### config.mk
export PLATFORM = sky130hd
export DESIGN_NAME = bk_add_seq_ctrl
export DESIGN_NICKNAME = d
export VERILOG_FILES = /design/src/rtl/bk_add_seq_ctrl.sv
export SDC_FILE = /design/constraint.sdc
export NUM_CORES = 1
export LEC_CHECK = 0
export BUFFER_PORTS_ARGS = -buffer_cell sky130_fd_sc_hd__buf_2
export CAP_MARGIN = 15
export CELL_PAD_IN_SITES_DETAIL_PLACEMENT = 0
export CELL_PAD_IN_SITES_GLOBAL_PLACEMENT = 1
export CORE_MARGIN = 4
export CORE_UTILIZATION = 36
export DETAILED_ROUTE_END_ITERATION = 10
export MAX_ROUTING_LAYER = met4
export PLACE_DENSITY = 0.94
export SLEW_MARGIN = 10
export SYNTH_ARGS = -nofsm -noshare
export SYNTH_HDL_FRONTEND = slang
export SYNTH_SLANG_ARGS = --single-unit
### constraint.sdc
create_clock -name clk_i -period 4.81 [get_ports clk_i]
set_clock_uncertainty 0.05 [all_clocks]
set_input_delay 0.2405 -clock clk_i [delete_from_list [all_inputs] [get_ports clk_i]]
set_output_delay 0.2405 -clock clk_i [all_outputs]
set_load 0.005 [all_outputs]
### src/rtl/bk_add_seq_ctrl.sv
// bk_add_seq_ctrl
// Sequential wrapper around a 12-bit combinational Brent-Kung adder. Operand
// pairs arrive over a valid/ready handshake and are registered. The adder is
// driven with an interleaved operand vector. After SETTLE_CYCLES cycles the
// 13-bit sum is captured and offered downstream over a second valid/ready
// handshake. Accumulate mode reuses the previous sum as operand A and keeps
// a sticky overflow flag across the chain.
//
// Ports
//   clk_i        clock, rising edge
//   rst_i        synchronous active-high reset
//   in_valid_i   operand pair valid
//   in_ready_o   block can accept an operand pair
//   in_a_i       operand A (ignored when in_acc_i = 1)
//   in_b_i       operand B
//   in_acc_i     1 = use previous out_sum[11:0] as operand A
//   adder_in_o   interleaved operands: [2i] = A[i], [2i+1] = B[i]
//   adder_out_i  adder sum, bit 12 is carry-out
//   out_valid_o  result valid
//   out_ready_i  downstream accepts result
//   out_sum_o    captured sum
//   out_ovf_o    sticky overflow across an accumulate chain

module bk_add_seq_ctrl #(
    parameter int unsigned SETTLE_CYCLES = 1
) (
    input  logic        clk_i,
    input  logic        rst_i,
    input  logic        in_valid_i,
    output logic        in_ready_o,
    input  logic [11:0] in_a_i,
    input  logic [11:0] in_b_i,
    input  logic        in_acc_i,
    output logic [23:0] adder_in_o,
    input  logic [12:0] adder_out_i,
    output logic        out_valid_o,
    input  logic        out_ready_i,
    output logic [12:0] out_sum_o,
    output logic        out_ovf_o
);

    typedef enum logic [1:0] {StIdle, StSettle, StDone} state_e;

    localparam logic [3:0] CntLoad = 4'(SETTLE_CYCLES - 1);

    state_e      state_q, state_d;
    logic [11:0] opa_q, opa_d;
    logic [11:0] opb_q, opb_d;
    logic [12:0] sum_q, sum_d;
    logic        ovf_q, ovf_d;
    logic        acc_q, acc_d;
    logic [3:0]  cnt_q, cnt_d;
    logic        in_rdy;
    logic        accept;

    always_ff @(posedge clk_i) begin
        if (rst_i) begin
            state_q <= StIdle;
            opa_q   <= '0;
            opb_q   <= '0;
            sum_q   <= '0;
            ovf_q   <= 1'b0;
            acc_q   <= 1'b0;
            cnt_q   <= '0;
        end else begin
            state_q <= state_d;
            opa_q   <= opa_d;
            opb_q   <= opb_d;
            sum_q   <= sum_d;
            ovf_q   <= ovf_d;
            acc_q   <= acc_d;
            cnt_q   <= cnt_d;
        end
    end

    always_comb begin
        state_d     = state_q;
        opa_d       = opa_q;
        opb_d       = opb_q;
        sum_d       = sum_q;
        ovf_d       = ovf_q;
        acc_d       = acc_q;
        cnt_d       = cnt_q;
        in_rdy      = 1'b0;
        out_valid_o = 1'b0;

        unique case (state_q)
            StIdle: begin
                in_rdy = 1'b1;
            end
            StSettle: begin
                if (cnt_q == 4'd0) begin
                    sum_d   = adder_out_i;
                    // A fresh (non-accumulate) transaction restarts the chain.
                    ovf_d   = (acc_q & ovf_q) | adder_out_i[12];
                    state_d = StDone;
                end else begin
                    cnt_d = cnt_q - 4'd1;
                end
            end
            StDone: begin
                out_valid_o = 1'b1;
                // Pop and push in the same cycle keeps the stream bubble-free.
                in_rdy      = out_ready_i;
                if (out_ready_i) begin
                    state_d = StIdle;
                end
            end
            default: begin
                state_d = StIdle;
            end
        endcase

        accept = in_valid_i & in_rdy;
        if (accept) begin
            opa_d   = in_acc_i ? sum_q[11:0] : in_a_i;
            opb_d   = in_b_i;
            acc_d   = in_acc_i;
            cnt_d   = CntLoad;
            state_d = StSettle;
        end
    end

    always_comb begin
        adder_in_o = '0;
        for (int i = 0; i < 12; i++) begin
            adder_in_o[2*i]   = opa_q[i];
            adder_in_o[2*i+1] = opb_q[i];
        end
    end

    assign in_ready_o = in_rdy;
    assign out_sum_o  = sum_q;
    assign out_ovf_o  = ovf_q;

endmodule
==> results of run 1 <==
[power by group through the flow]
stage | clock network (mW) | logic (mW) | registers [mW]
after global routing | 0.246 | 0.122 | 0.411
after floorplan | 0 | 0.0610 | 0.417
after detailed placement | 0 | 0.110 | 0.417
after global placement | 0 | 0.108 | 0.416
after CTS | 0.232 | 0.110 | 0.408
final | 0.226 | 0.109 | 0.408
[kinds of logic (layout without fill, tap and decap cells)]
| family | count (synthesis) | after routing | synth area share, % |
|---|---|---|---|
| AO/OA/AOI/OAI | 89 | 89 | 25.86 |
| buffers and inverters | 27 | 93 | 6.794 |
| multiplexers | 12 | 12 | 6.333 |
| flip-flops | 45 | 45 | 47.49 |
| adder cells (fa/ha/maj) | 1 | 1 | 0.6595 |
| AND/OR/NAND/NOR | 43 | 43 | 12.86 |
[state kept, by name, indices dropped and copies added, names as in the netlist]
signal / flops
out_sum_o: 13
opa_q: 12
opb_q: 12
cnt_q: 4
state_q: 2
acc_q: 1
out_ovf_o: 1
[routing by layer]
metal | GRT usage (%) | wire length (um) | vias up
met4 | 5.574 | 70 | 0
met5 | - | 0 | -
li1 | - | - | 914
met2 | 23.84 | 2347 | 64
met1 | 21.10 | 2289 | 834
met3 | 3.363 | 367 | 6
[through the flow]
| step | cell area, um^2 | utilization (%) | hold slack (ns) |
|---|---|---|---|
| floorplan | 1897 | - | 0.3382 |
| global placement | 2276 | 44.56 | 0.4078 |
| detailed placement | 2276 | 44.56 | 0.4197 |
| CTS | 2360 | 46.20 | 0.1311 |
| global route | 2360 | 46.20 | 0.1281 |
| finish | 2360 | 46.20 | 0.1399 |
[worst max-delay path, cell delays in order, from the launching register on]
cell and delay, ns:
dfxtp_1 0.32, inv_1 0.08, ha_1 0.22, nor3b_2 0.79, nor2_1 0.15, o21ba_2 0.25
[final timing paths]
kind	startpoint	endpoint	cells past startpoint
worst max register to register	cnt_q[0]$_SDFFE_PP0P_	state_q[0]$_SDFFE_PP0P_	5
worst max-delay path	cnt_q[0]$_SDFFE_PP0P_	state_q[0]$_SDFFE_PP0P_	5
worst min register to register	out_ovf_o$_SDFFE_PP0P_	out_ovf_o$_SDFFE_PP0P_	2
worst min-delay path	in_b_i[4]	opb_q[4]$_SDFFE_PP0P_	3
[cells in the final DEF (no fill, tap or decap)]
cell type    n
inv_1        4
a22oi_1      1
or3_1        1
a21oi_1     43
ha_1         1
clkbuf_1     2
nand3_1     27
and2b_1      4
o21ba_2      1
or3b_1       1
clkinvlp_4   1
buf_2       81
nand2b_1     2
or4_1        1
or2b_1       1
nor3b_2      1
nor2_1       4
nand4b_1     1
a21o_1       1
o21ai_0     29
mux2i_1     12
clkbuf_8     5
a211oi_1    13
dfxtp_1     45
o31ai_1      1
[synthesized netlist by cell type (2+ instances only)]
library cell | n | area share [%]
a21oi_1 | 43 | 11
nor2_1 | 4 | 0.79
nand2b_1 | 2 | 0.66
nand3_1 | 27 | 7.1
dfxtp_1 | 45 | 47
inv_1 | 4 | 0.79
mux2i_1 | 12 | 6.3
buf_2 | 12 | 3.2
and2b_1 | 4 | 1.6
o21ai_0 | 29 | 7.7
clkbuf_1 | 8 | 1.6
a211oi_1 | 13 | 5.1
[cell type report]
class	instances	share of cell area (%)
flip-flops and latches	45	38.18
multi-input cells	145	36.74
repair buffers	81	17.18
well taps	70	3.712
clock buffers	7	3.234
inverters	4	0.6363
clock inverters	1	0.3181
==> out/metrics.yaml, run 1 <==
floorplanning:
  core_region_area_mm2: 0.005107
  num_rows: 26
  dieWidth_um: 80.59
  die_h_um: 80.59
  fp.dieArea_mm2: 0.006494
  ioPinCount: 82
  start_util_pct: 37.14
timing:
  hold_viol: 0
  post-route-min-period_ns: 1.962
  slew_violations: 0
  finalSetupViolCount: 0
  fmax_mhz: 509.8
  rsz0062_at_grt: "false"
  tns_ns: 0
  fin_crit_sh_pct: 40.78
  relSlewSlack_pct: 37.19
  worst_pin_slew_ns: 0.9380
  fin_ws_ns: 2.848
cells_and_area:
  area_growth_pct: 24.41
  final_cells: 353
  multi_input_area_um2: 867.1
  seqCellArea_um2: 900.9
  drive_gt1_share_pct: 31.45
  fin_nets: 325
  diodes: 0
  fill_cells: 532
power:
  comb_power_share_pct: 14.6
  swShare_pct: 26.14
  seq_power_share_pct: 55.0
  power.net_switching_mw: 0.1941
  internal_power_mw: 0.5484
  leakage_nw: 1.050
  p_clk_share_pct: 30.4
  p_per_area_mw_per_mm2: 314.6
  power.total_mw: 0.7424
  irDropWorstVdd_v: 0.0001305
placed_design:
  place_congestion: 0.8382
  place_ws_ns: 2.884
  dp_hpwl_mm: 3.550
  placed_cells: 345
  io_buffer_count: 81
yosys:
  synthCells: 217
  ys.flop_type: "dfxtp_1"
  syn_area_mm2: 0.001897
  synthArstFlopShare_pct: 0
  synth_seq_area_share_pct: 47.49
  synth_edf_count: 0
  synth.ff_latch_count: 45
  yosysWarnings: 0
  syn-num-nets: 260
  postSynthAreaPerCell_um2: 8.741
  ys_types: 26
critical_path:
  required_ns: 4.95
  crit_type: "flop to flop"
  reg2reg_slack_ns: 2.85
  crit_fanout: 16
  critPathArrivalTime_ns: 2.10
  critPathLaunchType: "flop"
  crit_path_end_kind: "flop"
route:
  drtPass1Iterations: 4
  drt_wl_total_mm: 5.075
  drtIter0Drc: 128
  vias: 1818
  route.detailed.drc: 0
  drtAntennaViolNets: 0
  via_per_inst: 5.150
  routedWlPerCell_um: 14.38
hold_path:
  holdCritPathClass: "primary input to flop"
cts:
  cts_max_level: 2
  cts_resized: 0
  clock_sinks: 45
  root_buffer: "clkbuf_8"
  clock_latency_ns: 0.29
  clkTransAtPathRegs_ns: 0.08
  cts_buffers: 5
  hold_buffers: 0
  postCtsSetupRepairBufs: 0
  cts_tree: "built"
  clockBufferDepth: 2
global_route:
  grt_pass1_wl_mm: 7.790
  grt_max_degree: 43
  grt-ovfl-total: 0
  grt_pass1_vias: 1622
  antenna_found_initial: 0
  grtUsageTotal_pct: 15.87
run_status:
  status: "complete, no violations"
job:
  maxCapViolCount: 0
No activity file was read; power rests on OpenSTA's default activity.
==> inputs of run 2 (changes only) <==
Settings changed: CORE_UTILIZATION 36 to 33, PLACE_DENSITY 0.94 to 0.88.
Clock period 4.81 ns to 1.9 ns, I/O delays scaled along.
==> out/metrics.yaml, run 2 (synthesis results as in run 1) <==
timing:
  fin_crit_sh_pct: 89.21  # +48 points
  relSlewSlack_pct: 61.96  # +25 points
  post-route-min-period_ns: 1.695  # -0.2668 ns
  worst_pin_slew_ns: 0.5706  # -0.3674 ns
  finalSetupViolCount: 0  # unchanged
  tns_ns: 0  # unchanged
  rsz0062_at_grt: "false"
  fmax_mhz: 590.0  # +16%
  hold_viol: 0  # unchanged
  slew_violations: 0  # unchanged
cts:
  clkTransAtPathRegs_ns: 0.08  # about the same
  clock_latency_ns: 0.29  # about the same
  cts_tree: "built"
  clockBufferDepth: 2  # unchanged
  root_buffer: "clkbuf_8"
  clock_sinks: 45  # unchanged
  cts_max_level: 2  # unchanged
  cts_buffers: 5  # unchanged
critical_path:
  critPathArrivalTime_ns: 1.87  # -0.23 ns
  crit_fanout: 11  # -5
  crit_path_end_kind: "flop"
  reg2reg_to: "out_sum_o[6]$_SDFFE_PP0P_"
  reg2regPathDepth: 6  # +1
  cpLargestDelayFamily: "simple AND/OR/NAND/NOR gates"
  path_depth: 6  # +1
  cp_slowest_cell: "nor3b_2"
  required_ns: 2.08  # -2.87 ns
  critPathLaunch: "cnt_q[0]$_SDFFE_PP0P_"
  path_cells: "inv_1 -> ha_1 -> nor3b_2 -> buf_4 -> nand3_1 -> a21oi_1"
  crit_path_end: "out_sum_o[6]$_SDFFE_PP0P_"
  crit_path_max_incr_delay_ns: 0.44  # -0.35 ns
  rr_startpoint: "cnt_q[0]$_SDFFE_PP0P_"
  crit_buf_inv: 2  # +1
  crit_type: "flop to flop"
  reg2reg_slack_ns: 0.21  # -2.64 ns
  critPathLaunchType: "flop"
route:
  vias: 1908  # +5.0%
  via_per_inst: 5.021  # -2.5%
  drtAntennaViolNets: 0  # unchanged
  drt_wl_total_mm: 5.458  # +7.5%
  routedWlPerCell_um: 14.36  # about the same
  route.detailed.drc: 0  # unchanged
  drtPass1Iterations: 4  # unchanged
  drtIter0Drc: 147  # +15%
cells_and_area:
  drive_gt1_share_pct: 32.47  # +1.0 points
  fin_nets: 351  # +8.0%
  final_common_cell: "buf_2"
  largest_register_ffs: 13  # unchanged
  multi_input_area_um2: 869.6  # +0.29%
  utilization_pct: 47.34  # +1.1 points
  seqCellArea_um2: 900.9  # unchanged
  fill_cells: 576  # +8.3%
  area_growth_pct: 38.26
  diodes: 0  # unchanged
  final_cell_mix: "buf_2 (81), dfxtp_1 (45), a21oi_1 (43), o21ai_0 (29), nand3_1 (27)"
global_route:
  grt_pass1_wl_mm: 8.721  # +12%
  grt_max_degree: 30  # -30%
  grt-ovfl-total: 0  # unchanged
  grtUsageTotal_pct: 15.70  # -0.17 points
  antenna_found_initial: 0  # unchanged
  grt_pass1_vias: 1777  # +9.6%
floorplanning:
  dieWidth_um: 83.82  # +4.0%
  core_region_area_mm2: 0.005540  # +8.5%
  start_util_pct: 34.24  # -2.9 points
  num_rows: 27  # +3.8%
  ioPinCount: 82  # unchanged
  fp.dieArea_mm2: 0.007025  # +8.2%
  die_h_um: 83.82  # +4.0%
power:
  p_clk_share_pct: 33.8  # +3.4 points
  power.net_switching_mw: 0.4994  # +160%
  p_per_area_mw_per_mm2: 779.7  # +150%
  internal_power_mw: 1.545  # +180%
  leakage_nw: 1.175  # +12%
  comb_power_share_pct: 15.7  # +1.1 points
  swShare_pct: 24.42  # -1.7 points
  seq_power_share_pct: 50.5  # -4.5 points
  irDropWorstVdd_v: 0.0002954  # +130%
placed_design:
  place_congestion: 0.7716  # -7.9%
  dp_hpwl_mm: 3.839  # +8.1%
  io_buffer_count: 81  # unchanged
hold_path:
  holdCritPathClass: "primary input to flop"
job:
  maxCapViolCount: 0  # unchanged
run_status:
  status: "complete, no violations"
[run 2: what timing repair did]
action / CTS / global route
hold buffers: 17 / 0
resized for setup: 0 / 1
setup buffers: 0 / 0
endpoints found under the setup margin: 0 / 1
endpoints found under the hold margin: 17 / 0
[run 2: worst min-delay path by stage]
stage / start / end / slack [ns] / depth (start not counted)
finish: adder_out_i[5] / out_sum_o[5]$_SDFFE_PP0P_ / 0.007 / 3
global route: adder_out_i[11] / out_sum_o[11]$_SDFFE_PP0P_ / 0.006 / 3
CTS: adder_out_i[5] / out_sum_o[5]$_SDFFE_PP0P_ / 0.0002 / 3
detailed placement: in_b_i[0] / opb_q[0]$_SDFFE_PP0P_ / 0.31 / 3
global placement: in_b_i[6] / opb_q[6]$_SDFFE_PP0P_ / 0.30 / 3
floorplan: in_b_i[0] / opb_q[0]$_SDFFE_PP0P_ / 0.19 / 2
[run 2: final cells by class]
class / instances / area share, %
Clock buffer: 5 / 2.624
Clock inverter: 2 / 1.336
Inverter: 4 / 0.5725
Multi-Input combinational cell: 145 / 33.16
Sequential cell: 45 / 34.35
Tap cell: 72 / 3.435
Timing Repair Buffer: 107 / 24.52
[run 2: worst min-delay path: stages]
cell	delay, ns
buf_2	0.10
nand3_1	0.05
a21oi_1	0.06
[run 2: per-layer routing]
layer	up-vias	GRT usage, %	wire length [um]
met2	63	23.14	2447
met4	0	5.409	80
met1	881	21.53	2641
met5	-	-	0
met3	5	2.962	288
li1	959	-	-
[run 2: stage by stage]
step	instances	instance area, um^2	setup slack (ns)	power, mW	hold WS, ns
after global routing	380	2623	0.07895	2.148	0.006124
after floorplan	217	1897	0.3724	1.210	0.1927
after CTS	380	2620	0.1437	2.067	0.0001752
after detailed placement	356	2346	0.1695	1.350	0.3068
after global placement	356	2346	0.2413	1.345	0.3008
final	380	2623	0.2051	2.045	0.006699
[run 2: power groups by stage]
stage / registers, mW / logic [mW] / clock network (mW)
final: 1.03 / 0.321 / 0.692
after global routing: 1.04 / 0.356 / 0.752
after CTS: 1.03 / 0.323 / 0.712
after detailed placement: 1.05 / 0.296 / 0
after global placement: 1.05 / 0.292 / 0
after floorplan: 1.06 / 0.154 / 0
